### config.mk
export PLATFORM = sky130hd
export DESIGN_NAME = fp_alu_seq_flat
export DESIGN_NICKNAME = d
export VERILOG_FILES = /design/src/rtl/fp_alu_seq_if.sv /design/src/rtl/fp_alu_seq.sv /design/src/flat_wrapper.sv
export SDC_FILE = /design/constraint.sdc
export NUM_CORES = 1
export LEC_CHECK = 0
export CORE_ASPECT_RATIO = 1.2
export CORE_MARGIN = 10
export CORE_UTILIZATION = 46
export CTS_CLUSTER_DIAMETER = 200
export DETAILED_ROUTE_END_ITERATION = 7
export GPL_TIMING_DRIVEN = 0
export HOLD_SLACK_MARGIN = 0.02
export SYNTH_ARGS = -nofsm -noshare
export SYNTH_HDL_FRONTEND = slang
export SYNTH_SLANG_ARGS = --single-unit
### constraint.sdc
create_clock -name clk -period 33.8 [get_ports clk]
set_input_delay 8.45 -clock clk [delete_from_list [all_inputs] [get_ports clk]]
set_output_delay 8.45 -clock clk [all_outputs]
set_load 0.03 [all_outputs]
### src/rtl/fp_alu_seq_if.sv
// ---------------------------------------------------------------------------
// fp_alu_seq_if
// Handshake bundle for the sequential floating-point ALU.
//   Request side : in_valid / in_ready, operands a, b and opcode op.
//   Response side: out_valid / out_ready, result and status flags
//                  overflow, underflow, invalid (valid with out_valid).
// Handshake rule (both sides): a transfer happens on a rising clock edge
// where valid and ready are both high; valid, once raised, stays raised
// with stable payload until that edge, and ready never depends on valid
// within the same cycle.
// master: the scheduler / testbench side; slave: the ALU.
// ---------------------------------------------------------------------------
interface fp_alu_seq_if #(
    parameter int EXP_W = 8,
    parameter int MAN_W = 23
);
    localparam int W = 1 + EXP_W + MAN_W;

    logic         in_valid;
    logic         in_ready;
    logic [W-1:0] a;
    logic [W-1:0] b;
    logic [1:0]   op;
    logic         out_valid;
    logic         out_ready;
    logic [W-1:0] result;
    logic         overflow;
    logic         underflow;
    logic         invalid;

    modport master (
        output in_valid, a, b, op, out_ready,
        input  in_ready, out_valid, result, overflow, underflow, invalid
    );

    modport slave (
        input  in_valid, a, b, op, out_ready,
        output in_ready, out_valid, result, overflow, underflow, invalid
    );
endinterface

### src/rtl/fp_alu_seq.sv
// ---------------------------------------------------------------------------
// fp_alu_seq
// Multi-cycle floating-point add / sub / mul with truncating rounding,
// flush-to-zero and no subnormal, inf or NaN decoding.
//   clk          : rising-edge clock
//   rst          : asynchronous active-high reset
//   bus          : fp_alu_seq_if.slave (request/response handshake, flags)
//   o_dbg_state  : current FSM state (IDLE=0 ALIGN=1 EXEC=2 NORM=3 DONE=4)
// Opcodes: 00 add, 01 sub (a-b), 10 mul, 11 reserved (flags invalid).
// Flow: IDLE -> ALIGN -> EXEC -> NORM -> DONE -> IDLE. EXEC takes one
// cycle for add/sub/reserved and MAN_W+1 cycles for mul (shift-add).
// ---------------------------------------------------------------------------
module fp_alu_seq #(
    parameter int EXP_W = 8,
    parameter int MAN_W = 23
) (
    input  logic               clk,
    input  logic               rst,
    fp_alu_seq_if.slave        bus,
    output logic [2:0]         o_dbg_state
);
    localparam int W  = 1 + EXP_W + MAN_W;
    localparam int EW = EXP_W + 2;            // signed working exponent
    localparam int PW = 2 * MAN_W + 2;        // product width
    localparam int CW = $clog2(MAN_W + 2);    // counter / lz width
    localparam logic signed [EW-1:0] BIAS    = EW'((1 << (EXP_W - 1)) - 1);
    localparam logic signed [EW-1:0] EXP_MAX = EW'((1 << EXP_W) - 1);

    typedef enum logic [2:0] {
        S_IDLE  = 3'd0,
        S_ALIGN = 3'd1,
        S_EXEC  = 3'd2,
        S_NORM  = 3'd3,
        S_DONE  = 3'd4
    } state_t;

    state_t                r_state, w_state_nxt;
    logic [W-1:0]          r_a, r_b;
    logic [1:0]            r_op;
    logic                  r_sign, r_eff_sub, r_za, r_zb;
    logic signed [EW-1:0]  r_exp;
    logic [MAN_W+1:0]      r_mx, r_my, r_sum;
    logic [PW-1:0]         r_mcand, r_prod;
    logic [MAN_W:0]        r_mplier;
    logic [CW-1:0]         r_cnt;
    logic [W-1:0]          r_result;
    logic                  r_ovf, r_udf, r_inv;

    // ---------------- FSM ----------------
    always_ff @(posedge clk or posedge rst) begin
        if (rst) r_state <= S_IDLE;
        else     r_state <= w_state_nxt;
    end

    always_comb begin
        w_state_nxt   = r_state;
        bus.in_ready  = 1'b0;
        bus.out_valid = 1'b0;
        case (r_state)
            S_IDLE: begin
                bus.in_ready = 1'b1;
                if (bus.in_valid) w_state_nxt = S_ALIGN;
            end
            S_ALIGN: w_state_nxt = S_EXEC;
            S_EXEC: begin
                if (r_op != 2'b10 || r_cnt == CW'(MAN_W)) w_state_nxt = S_NORM;
            end
            S_NORM: w_state_nxt = S_DONE;
            S_DONE: begin
                bus.out_valid = 1'b1;
                if (bus.out_ready) w_state_nxt = S_IDLE;
            end
            default: w_state_nxt = S_IDLE;
        endcase
    end

    assign o_dbg_state   = r_state;
    assign bus.result    = r_result;
    assign bus.overflow  = r_ovf;
    assign bus.underflow = r_udf;
    assign bus.invalid   = r_inv;

    // ---------------- ALIGN: unpack and order operands ----------------
    logic                 w_sa, w_sb, w_a_ge_b;
    logic [EXP_W-1:0]     w_ea, w_eb, w_e_big, w_e_small, w_diff;
    logic [MAN_W-1:0]     w_ma, w_mb;
    logic [MAN_W:0]       w_m_big, w_m_small, w_m_small_sh;
    logic signed [EW-1:0] w_mul_exp;

    always_comb begin
        w_sa      = r_a[W-1];
        w_sb      = r_b[W-1] ^ (r_op == 2'b01);   // sub negates b
        w_ea      = r_a[W-2 -: EXP_W];
        w_eb      = r_b[W-2 -: EXP_W];
        w_ma      = r_a[MAN_W-1:0];
        w_mb      = r_b[MAN_W-1:0];
        // {exp, man} compares as unsigned magnitude
        w_a_ge_b  = r_a[W-2:0] >= r_b[W-2:0];
        w_e_big   = w_a_ge_b ? w_ea : w_eb;
        w_e_small = w_a_ge_b ? w_eb : w_ea;
        w_m_big   = {1'b1, (w_a_ge_b ? w_ma : w_mb)};
        w_m_small = {1'b1, (w_a_ge_b ? w_mb : w_ma)};
        w_diff    = w_e_big - w_e_small;
        w_m_small_sh = (int'(w_diff) > MAN_W) ? '0 : (w_m_small >> w_diff);
        w_mul_exp = $signed({2'b00, w_ea}) + $signed({2'b00, w_eb}) - BIAS;
    end

    // ---------------- NORM: leading-zero count ----------------
    logic [CW-1:0] w_lz;
    logic          w_found;

    always_comb begin
        w_lz    = '0;
        w_found = 1'b0;
        for (int i = MAN_W; i >= 0; i--) begin
            if (!w_found) begin
                if (r_sum[i]) w_found = 1'b1;
                else          w_lz    = w_lz + 1'b1;
            end
        end
    end

    // ---------------- NORM: normalise, specials, pack ----------------
    logic [MAN_W-1:0]     w_man;
    logic signed [EW-1:0] w_exp;
    logic                 w_zero, w_exp_ovf, w_exp_udf;
    logic [W-1:0]         w_res;
    logic                 w_ovf, w_udf, w_inv;

    always_comb begin
        w_man  = '0;
        w_exp  = r_exp;
        w_zero = 1'b0;
        w_res  = '0;
        w_ovf  = 1'b0;
        w_udf  = 1'b0;
        w_inv  = 1'b0;
        if (r_op == 2'b10) begin
            // product of two [1,2) mantissas lies in [1,4)
            if (r_prod[PW-1]) begin
                w_man = r_prod[PW-2 -: MAN_W];
                w_exp = r_exp + EW'(1);
            end else begin
                w_man = r_prod[PW-3 -: MAN_W];
            end
            w_zero = r_za | r_zb;
        end else begin
            if (r_sum[MAN_W+1]) begin
                w_man = r_sum[MAN_W:1];
                w_exp = r_exp + EW'(1);
            end else begin
                w_man = MAN_W'(r_sum << w_lz);
                w_exp = r_exp - EW'(w_lz);
            end
            w_zero = (r_sum == '0) || (r_za && r_zb);
        end
        w_exp_ovf = !w_exp[EW-1] && (w_exp >= EXP_MAX);
        w_exp_udf = w_exp[EW-1] || (w_exp == '0);

        if (r_op == 2'b11) begin
            w_inv = 1'b1;
        end else if (r_op != 2'b10 && (r_za ^ r_zb)) begin
            // one zero addend: pass the other through untouched
            w_res = r_za ? {r_b[W-1] ^ r_op[0], r_b[W-2:0]} : r_a;
        end else if (w_zero) begin
            w_res = '0;
        end else if (w_exp_ovf) begin
            w_ovf = 1'b1;
            w_res = {r_sign, {EXP_W{1'b1}}, {MAN_W{1'b0}}};
        end else if (w_exp_udf) begin
            w_udf = 1'b1;
        end else begin
            w_res = {r_sign, w_exp[EXP_W-1:0], w_man};
        end
    end

    // Low product bits fall below the truncation point.
    logic w_unused;
    assign w_unused = ^r_prod[MAN_W-1:0];

    // ---------------- datapath registers ----------------
    always_ff @(posedge clk or posedge rst) begin
        if (rst) begin
            r_a       <= '0;
            r_b       <= '0;
            r_op      <= '0;
            r_sign    <= 1'b0;
            r_eff_sub <= 1'b0;
            r_za      <= 1'b0;
            r_zb      <= 1'b0;
            r_exp     <= '0;
            r_mx      <= '0;
            r_my      <= '0;
            r_sum     <= '0;
            r_mcand   <= '0;
            r_prod    <= '0;
            r_mplier  <= '0;
            r_cnt     <= '0;
            r_result  <= '0;
            r_ovf     <= 1'b0;
            r_udf     <= 1'b0;
            r_inv     <= 1'b0;
        end else begin
            case (r_state)
                S_IDLE: begin
                    if (bus.in_valid) begin
                        r_a  <= bus.a;
                        r_b  <= bus.b;
                        r_op <= bus.op;
                    end
                end
                S_ALIGN: begin
                    r_cnt  <= '0;
                    r_prod <= '0;
                    r_za   <= (w_ea == '0);
                    r_zb   <= (w_eb == '0);
                    if (r_op == 2'b10) begin
                        r_sign   <= w_sa ^ r_b[W-1];
                        r_exp    <= w_mul_exp;
                        r_mcand  <= {{(PW-MAN_W-1){1'b0}}, 1'b1, w_ma};
                        r_mplier <= {1'b1, w_mb};
                    end else begin
                        r_sign    <= w_a_ge_b ? w_sa : w_sb;
                        r_exp     <= $signed({2'b00, w_e_big});
                        r_mx      <= {1'b0, w_m_big};
                        r_my      <= {1'b0, w_m_small_sh};
                        r_eff_sub <= w_sa ^ w_sb;
                    end
                end
                S_EXEC: begin
                    if (r_op == 2'b10) begin
                        if (r_mplier[0]) r_prod <= r_prod + r_mcand;
                        r_mcand  <= r_mcand << 1;
                        r_mplier <= r_mplier >> 1;
                        r_cnt    <= r_cnt + 1'b1;
                    end else begin
                        r_sum <= r_eff_sub ? (r_mx - r_my) : (r_mx + r_my);
                    end
                end
                S_NORM: begin
                    r_result <= w_res;
                    r_ovf    <= w_ovf;
                    r_udf    <= w_udf;
                    r_inv    <= w_inv;
                end
                default: ;
            endcase
        end
    end
endmodule

### src/flat_wrapper.sv
// flat-port wrapper written by rule: the top's interface ports become plain ports
module fp_alu_seq_flat 
#(
    parameter int EXP_W = 8,
    parameter int MAN_W = 23
)
  (clk, rst, o_dbg_state, bus_in_valid, bus_a, bus_b, bus_op, bus_out_ready, bus_in_ready, bus_out_valid, bus_result, bus_overflow, bus_underflow, bus_invalid);
  fp_alu_seq_if #(.EXP_W(EXP_W), .MAN_W(MAN_W)) bus_i ();
  input  logic clk;
  input  logic rst;
  output logic [2:0] o_dbg_state;
  input wire logic [$bits(bus_i.in_valid)-1:0] bus_in_valid;
  input wire logic [$bits(bus_i.a)-1:0] bus_a;
  input wire logic [$bits(bus_i.b)-1:0] bus_b;
  input wire logic [$bits(bus_i.op)-1:0] bus_op;
  input wire logic [$bits(bus_i.out_ready)-1:0] bus_out_ready;
  output wire logic [$bits(bus_i.in_ready)-1:0] bus_in_ready;
  output wire logic [$bits(bus_i.out_valid)-1:0] bus_out_valid;
  output wire logic [$bits(bus_i.result)-1:0] bus_result;
  output wire logic [$bits(bus_i.overflow)-1:0] bus_overflow;
  output wire logic [$bits(bus_i.underflow)-1:0] bus_underflow;
  output wire logic [$bits(bus_i.invalid)-1:0] bus_invalid;
  assign bus_i.in_valid = bus_in_valid;
  assign bus_i.a = bus_a;
  assign bus_i.b = bus_b;
  assign bus_i.op = bus_op;
  assign bus_i.out_ready = bus_out_ready;
  assign bus_in_ready = bus_i.in_ready;
  assign bus_out_valid = bus_i.out_valid;
  assign bus_result = bus_i.result;
  assign bus_overflow = bus_i.overflow;
  assign bus_underflow = bus_i.underflow;
  assign bus_invalid = bus_i.invalid;
  fp_alu_seq #(.EXP_W(EXP_W), .MAN_W(MAN_W)) u_core (.clk(clk), .rst(rst), .bus(bus_i), .o_dbg_state(o_dbg_state));
endmodule
# Yosys cells after proc, flatten, opt, wreduce, memory -nomap -nowiden
# Cells that the tools add are included.
[word_totals] ff_bits=316 inputBits=70 out_inout_bits=40 word_cells=240
[op_classes] bitwise_logic=7 muxes=141 n_reduce_logical=20 addsub=32 shifts=2 order_cmp=3 eq_ne=15
[ops] op="$mux W5" count=47
[ops] op="$mux W32" count=6
[ops] op="$mux W48" count=4
[ops] op="$pmux W48 S2" count=2
[ops] op="$add A5 B1 Y5 const B" count=23
[ops] op="$mux W23" count=5
[ops] op="$mux W24" count=3
[ops] op="$mux W1" count=61
[ops] op="$add A48 B48 Y48" count=1
[ops] op="$pmux W24 S2" count=1
[ops] op="$mux W10" count=4
[ops] op="$ge A31 B31 Y1" count=1
[ops] op="$add A24 B24 Y25" count=1
[ops] op="$logic_not A25 Y1" count=1
[ops] op="$mux W25" count=1
[ops] op="$shl A25 B5 Y23" count=1
[ops] op="$sub A24 B24 Y25" count=1
[ops] op="$shr A24 B8 Y24" count=1
[ops] op="$logic_not A8 Y1" count=2
[ops] op="$mux W8" count=2
[ops] op="$pmux W3 S5" count=1
[ops] op="$add A10 B2 Y10 const B" count=1
[ops] op="$ge A10 B9 Y1 const B" count=1
[ops] op="$logic_not A10 Y1" count=1
[ops] op="other kinds (26)" count=48

# Depth between registers and ports, before layout
[logic_depth] depth_word=80 mapped_depth=78

# Worst setup path before layout
# Ideal clock, no wire load.
[synth_path] kind="register -> register" start="register u_core.r_sum[23]" end="register u_core.r_result[12] (netlist: u_core.bus.result[12])" setup_ps=76 stages_incl_launch_ff=79 t_required_ps=33724 path_buffers=4 setup_slack_ps=20245 synth_period_minus_slack_ps=13555 arrival_time_ps=13479 cell_sequence="dfrtp_1 > buf_6 > or2_1 > clkbuf_2 > inv_2 > ha_1 > nor2b_1 > nor2_1 > nor2_1 > ha_1 > nand2_1 > nand2_1 > ha_1 > mux2i_1 > a31oi_1 > nand2_1 > o21ai_0 > ha_1 > [43 not listed] > clkbuf_1 > ha_1 > o21ai_0 > a21oi_1 > o21ai_0 > nor3b_1 > a22oi_1 > o32ai_1 > xor2_1 > nand2b_1 > nor2_1 > a21o_1 > nor2_1 > nand2_1 > nor2_1 > clkbuf_1 > o21ai_0 > o21ai_1"
[synth_via] elab_chain_cells=80 elab_cells_between_ends=112 cone_classes="add/sub: 24; order compare: 1; shift: 1; mux: 80; reduce/logical: 6"
[synth_lines] item="start: declaration" line="fp_alu_seq.sv:42" source="logic [MAN_W+1:0] r_mx, r_my, r_sum;"
[synth_lines] item="start signal: assignment" line="fp_alu_seq.sv:237" source="r_sum <= r_eff_sub ? (r_mx - r_my) : (r_mx + r_my);"
[synth_lines] item="branches (longest 77 deep; another with $add A5 B1 Y5)"
[synth_lines] item="$mux W32 *" line="fp_alu_seq.sv:165" source="end else if (w_zero) begin"
[synth_lines] item="$mux W32 *" line="fp_alu_seq.sv:162" source="end else if (r_op != 2'b10 && (r_za ^ r_zb)) begin"
[synth_lines] item="$mux W32 *" line="fp_alu_seq.sv:160" source="if (r_op == 2'b11) begin"
[synth_lines] item="end signal: assignment" line="fp_alu_seq.sv:241" source="r_result <= w_res;"
[synth_lines] item="end: declaration" line="fp_alu_seq.sv:46" source="logic [W-1:0] r_result;"
# Mark *: on every way between the ends.
# A chain may end at the register's enable or synchronous reset.

# Worst setup path in the final report
[layout_path] start="register u_core.r_sum[23]" end="register u_core.r_result[13] (netlist: u_core.bus.result[13])"
# Same word-level chain as after synthesis.

==> flow_summary_export.csv <==
group,metric,value,unit
status,status,"complete, no violations",
timing,fmax,59.51,MHz
synth,synth_seq_area_share,33.02,%
synth,ys_seq_elements,316,
timing,fin_crit_sh,49.72,%
cells_and_area,area_growth,13.89,%
place,hpwl,69010,um
synth,synth-edff-count,0,
timing,rsz0062_at_grt,"false",
place,dp_worst_setup_slack,17330,ps
die,start_util,46.54,%
drt,drc,0,
clock_network,htreeDepth,2,
clock_network,cts_buffers,39,
die,ioPinCount,110,
worst_setup_path,crit_type,"flip-flop to flip-flop",
die,fp-row-count,91,
clock_network,clock_sinks,316,
drt,first_pass_iters,5,
synth,synthAdderAreaFrac,7.920,%
synth,yosysMostFrequentCell,"dfrtp_1",
clock_network,cts_tree,"built",
synth,muxShareOfSynthArea,10.59,%
cells_and_area,antenna_cells,0,
timing,max_slew.worst_pin.slew,1238,ps
place,numPortBuffers,109,
synth,async_reset_ff_share,100.0,%
place,placed_cells,3625,
global_route,overflow,0,
synth,ys.flop_type,"dfrtp_1",
clock_network,cts_setup_buffers,0,
clock_network,clk_pin_slew,70,ps
timing,slew_viol_final,0,
synth,ys_top_cells_by_count,"dfrtp_1 (316), o21ai_0 (303), nand2_1 (294), nor2_1 (221), a21oi_1 (199)",
synth,yosys-top-cells-area,"dfrtp_1 (33%), mux2i_1 (7.8%), ha_1 (7.4%)",
worst_setup_path,worstPathMaxFanout,10,
timing,skew,23.10,ps
timing,worst_slack,16990,ps
worst_setup_path,crit_required,34280,ps
synth,syn_area_per_cell,8.502,um2
worst_setup_path,crit_slowest_cell,"xnor2_1",
worst_setup_path,end_kind,"flip-flop",
worst_setup_path,critPathBufInv,5,
global_route,grt_pass1_vias,22190,
die,dieArea,61630,um2
global_route,grt_usage,27.39,%
clock_network,ctsHoldBuffers,0,
synth,synth_top_family_by_area,"compound AO/OA/AOI/OAI gates",
die,die_h,270.0,um
worst_setup_path,critical-path-top-delay-family,"compound AO/OA/AOI/OAI gates",
drt,via_per_inst,6.092,
synth,synth.cell_area,23950,um2
global_route,antenna_found_initial,0,
synth,yosys.area_share.simple,16.30,%
synth,syn_inst,2817,
drt,antenna_left,0,
worst_setup_path,cpPeakStageDelay,910,ps
drt,totalWireLength,87190,um
timing,setup-tns-final,0,ps
global_route,grt_pass1_wl,132900,um
clock_network,ctsResizeCount,0,
synth,yosysWarnings,0,
die,core_area,51460,um2
worst_setup_path,worstSetupStartpointType,"flip-flop",
global_route,grt_max_degree,117,
timing,setup_violations,0,
timing,slew_headroom,17.48,%
timing,hold_viol,0,
clock_network,cts.path.max_buffers,3,
cells_and_area,stdcell_count,3694,
worst_hold_path,hold_path.class,"flip-flop to flip-flop",
cells_and_area,nNetsFinal,3185,
synth,synth_nets,3033,
drt,vias,22510,
cells_and_area,final_core_util,53.00,%
cells_and_area,drive_gt1_share,5.606,%
place,place_congestion,1.031,
synth,yosysTopAreaCellShare,33.02,%
cells_and_area,fillCellCount,5009,
synth,synth_top_area_cell,"dfrtp_1",
drt,drtIter0Drc,1846,
synth,synthXorXnorAreaFrac,6.494,%
timing,fin_crit,16810,ps
drt,wire_per_inst,23.60,um
synth,synth-compound-area-share,21.38,%
job,drv_cap,0,
die,die_w,228.3,um
worst_setup_path,crit_arrival,17280,ps
clock_network,insertion_delay,570,ps
clock_network,cts_root_buffer,"clkbuf_16",
synth,yosysUniqueCellTypes,88,
metal layers:
metal  wire, um  global-route usage, %
met1      36790                  34.34
met2      41540                  45.90
met3       4813                  4.076
met4       4043                  12.33
met5          0                      0
worst paths after layout:
path                            cells past startpoint  slack (ps)                       startpoint                                end
worst max-delay path                               76       16990     u_core.r_sum[23]$_DFFE_PP0P_  u_core.bus.result[13]$_DFFE_PP0P_
worst min-delay path                                2         480  u_core.r_mplier[14]$_DFFE_PP0P_    u_core.r_mplier[14]$_DFFE_PP0P_
worst max register to register                     76       16990     u_core.r_sum[23]$_DFFE_PP0P_  u_core.bus.result[13]$_DFFE_PP0P_
worst min register to register                      2         480  u_core.r_mplier[14]$_DFFE_PP0P_    u_core.r_mplier[14]$_DFFE_PP0P_
max in group asynchronous                           3       24410                              rst         u_core.r_b[16]$_DFFE_PP0P_
min in group asynchronous                           2        8320                              rst        u_core.r_sum[4]$_DFFE_PP0P_
worst min-delay path: cells and delay by family, from the launching register on:
kind,cells,cell delay (ps)
DFF,1,340
and+or+nand+nor,1,40
AOI/OAI and AO/OA,1,60
metrics by stage:
| step | cell area (um2) | hold slack [ps] |
|---|---|---|
| floorplan | 23950 | 441.3 |
| global placement | 25910 | 465.7 |
| detailed placement | 25980 | 469.8 |
| CTS | 27280 | 484.9 |
| global route | 27280 | 494.9 |
| finish | 27280 | 484.1 |
cells in the final DEF (no fill, tap or decap), drive strengths merged, types with 10 or more instances in the layout:
cell type,count
inv,103
o21a,13
o211ai,21
or3,17
o22ai,16
nand2b,22
mux2i,187
a31oi,15
xnor2,108
a211oi,26
ha,142
clkbuf,179
dfrtp,316
and3,19
nor3b,13
nor4,15
o21bai,18
o31ai,14
a21o,36
o221ai,10
nand2,294
xor2,54
buf,37
nand3,86
mux2,57
and2,18
clkdlybuf4s50,109
a21oi,199
nor2,223
o21ai,323
nor3,48
nand4,16
nor2b,39
a22o,37
a221oi,20
kinds of logic (layout without fill, tap and decap cells):
group / count (synthesis) / in the layout
multiplexers: 245 / 245
adder cells (fa/ha/maj): 150 / 150
buffers and inverters: 265 / 445
flip-flops: 316 / 316
AO/OA/AOI/OAI: 833 / 833
XOR/XNOR: 165 / 165
AND/OR/NAND/NOR: 843 / 843
area by class of cell:
class                           count  area (um2)  area share (%)
Buffer                            164       650.6           2.385
Multi-Input combinational cell   2236       15010           55.04
Clock buffer                       50        1107           4.059
Tap cell                          697       872.1           3.197
Clock inverter                     19       193.9          0.7110
Timing Repair Buffer              111        1146           4.202
Sequential cell                   316        7908           28.99
Inverter                          101       386.6           1.417
sequential cells by signal, summed over array words and instances (netlist names):
signal	cells
u_core.bus.result	32
u_core.r_prod	48
u_core.r_exp	10
u_core.r_b	32
u_core.r_eff_sub	1
u_core.bus.overflow	1
u_core.bus.invalid	1
u_core.r_sign	1
u_core.r_my	24
u_core.r_sum	25
u_core.bus.underflow	1
u_core.r_mcand	48
u_core.r_mx	24
u_core.r_cnt	5
u_core.r_mplier	24
u_core.r_a	32
u_core.r_op	2
u_core.o_dbg_state	3
u_core.r_za	1
u_core.r_zb	1
Power is not shown: default switching activity piles up to over one toggle a cycle in this logic, so the estimate is an artifact.
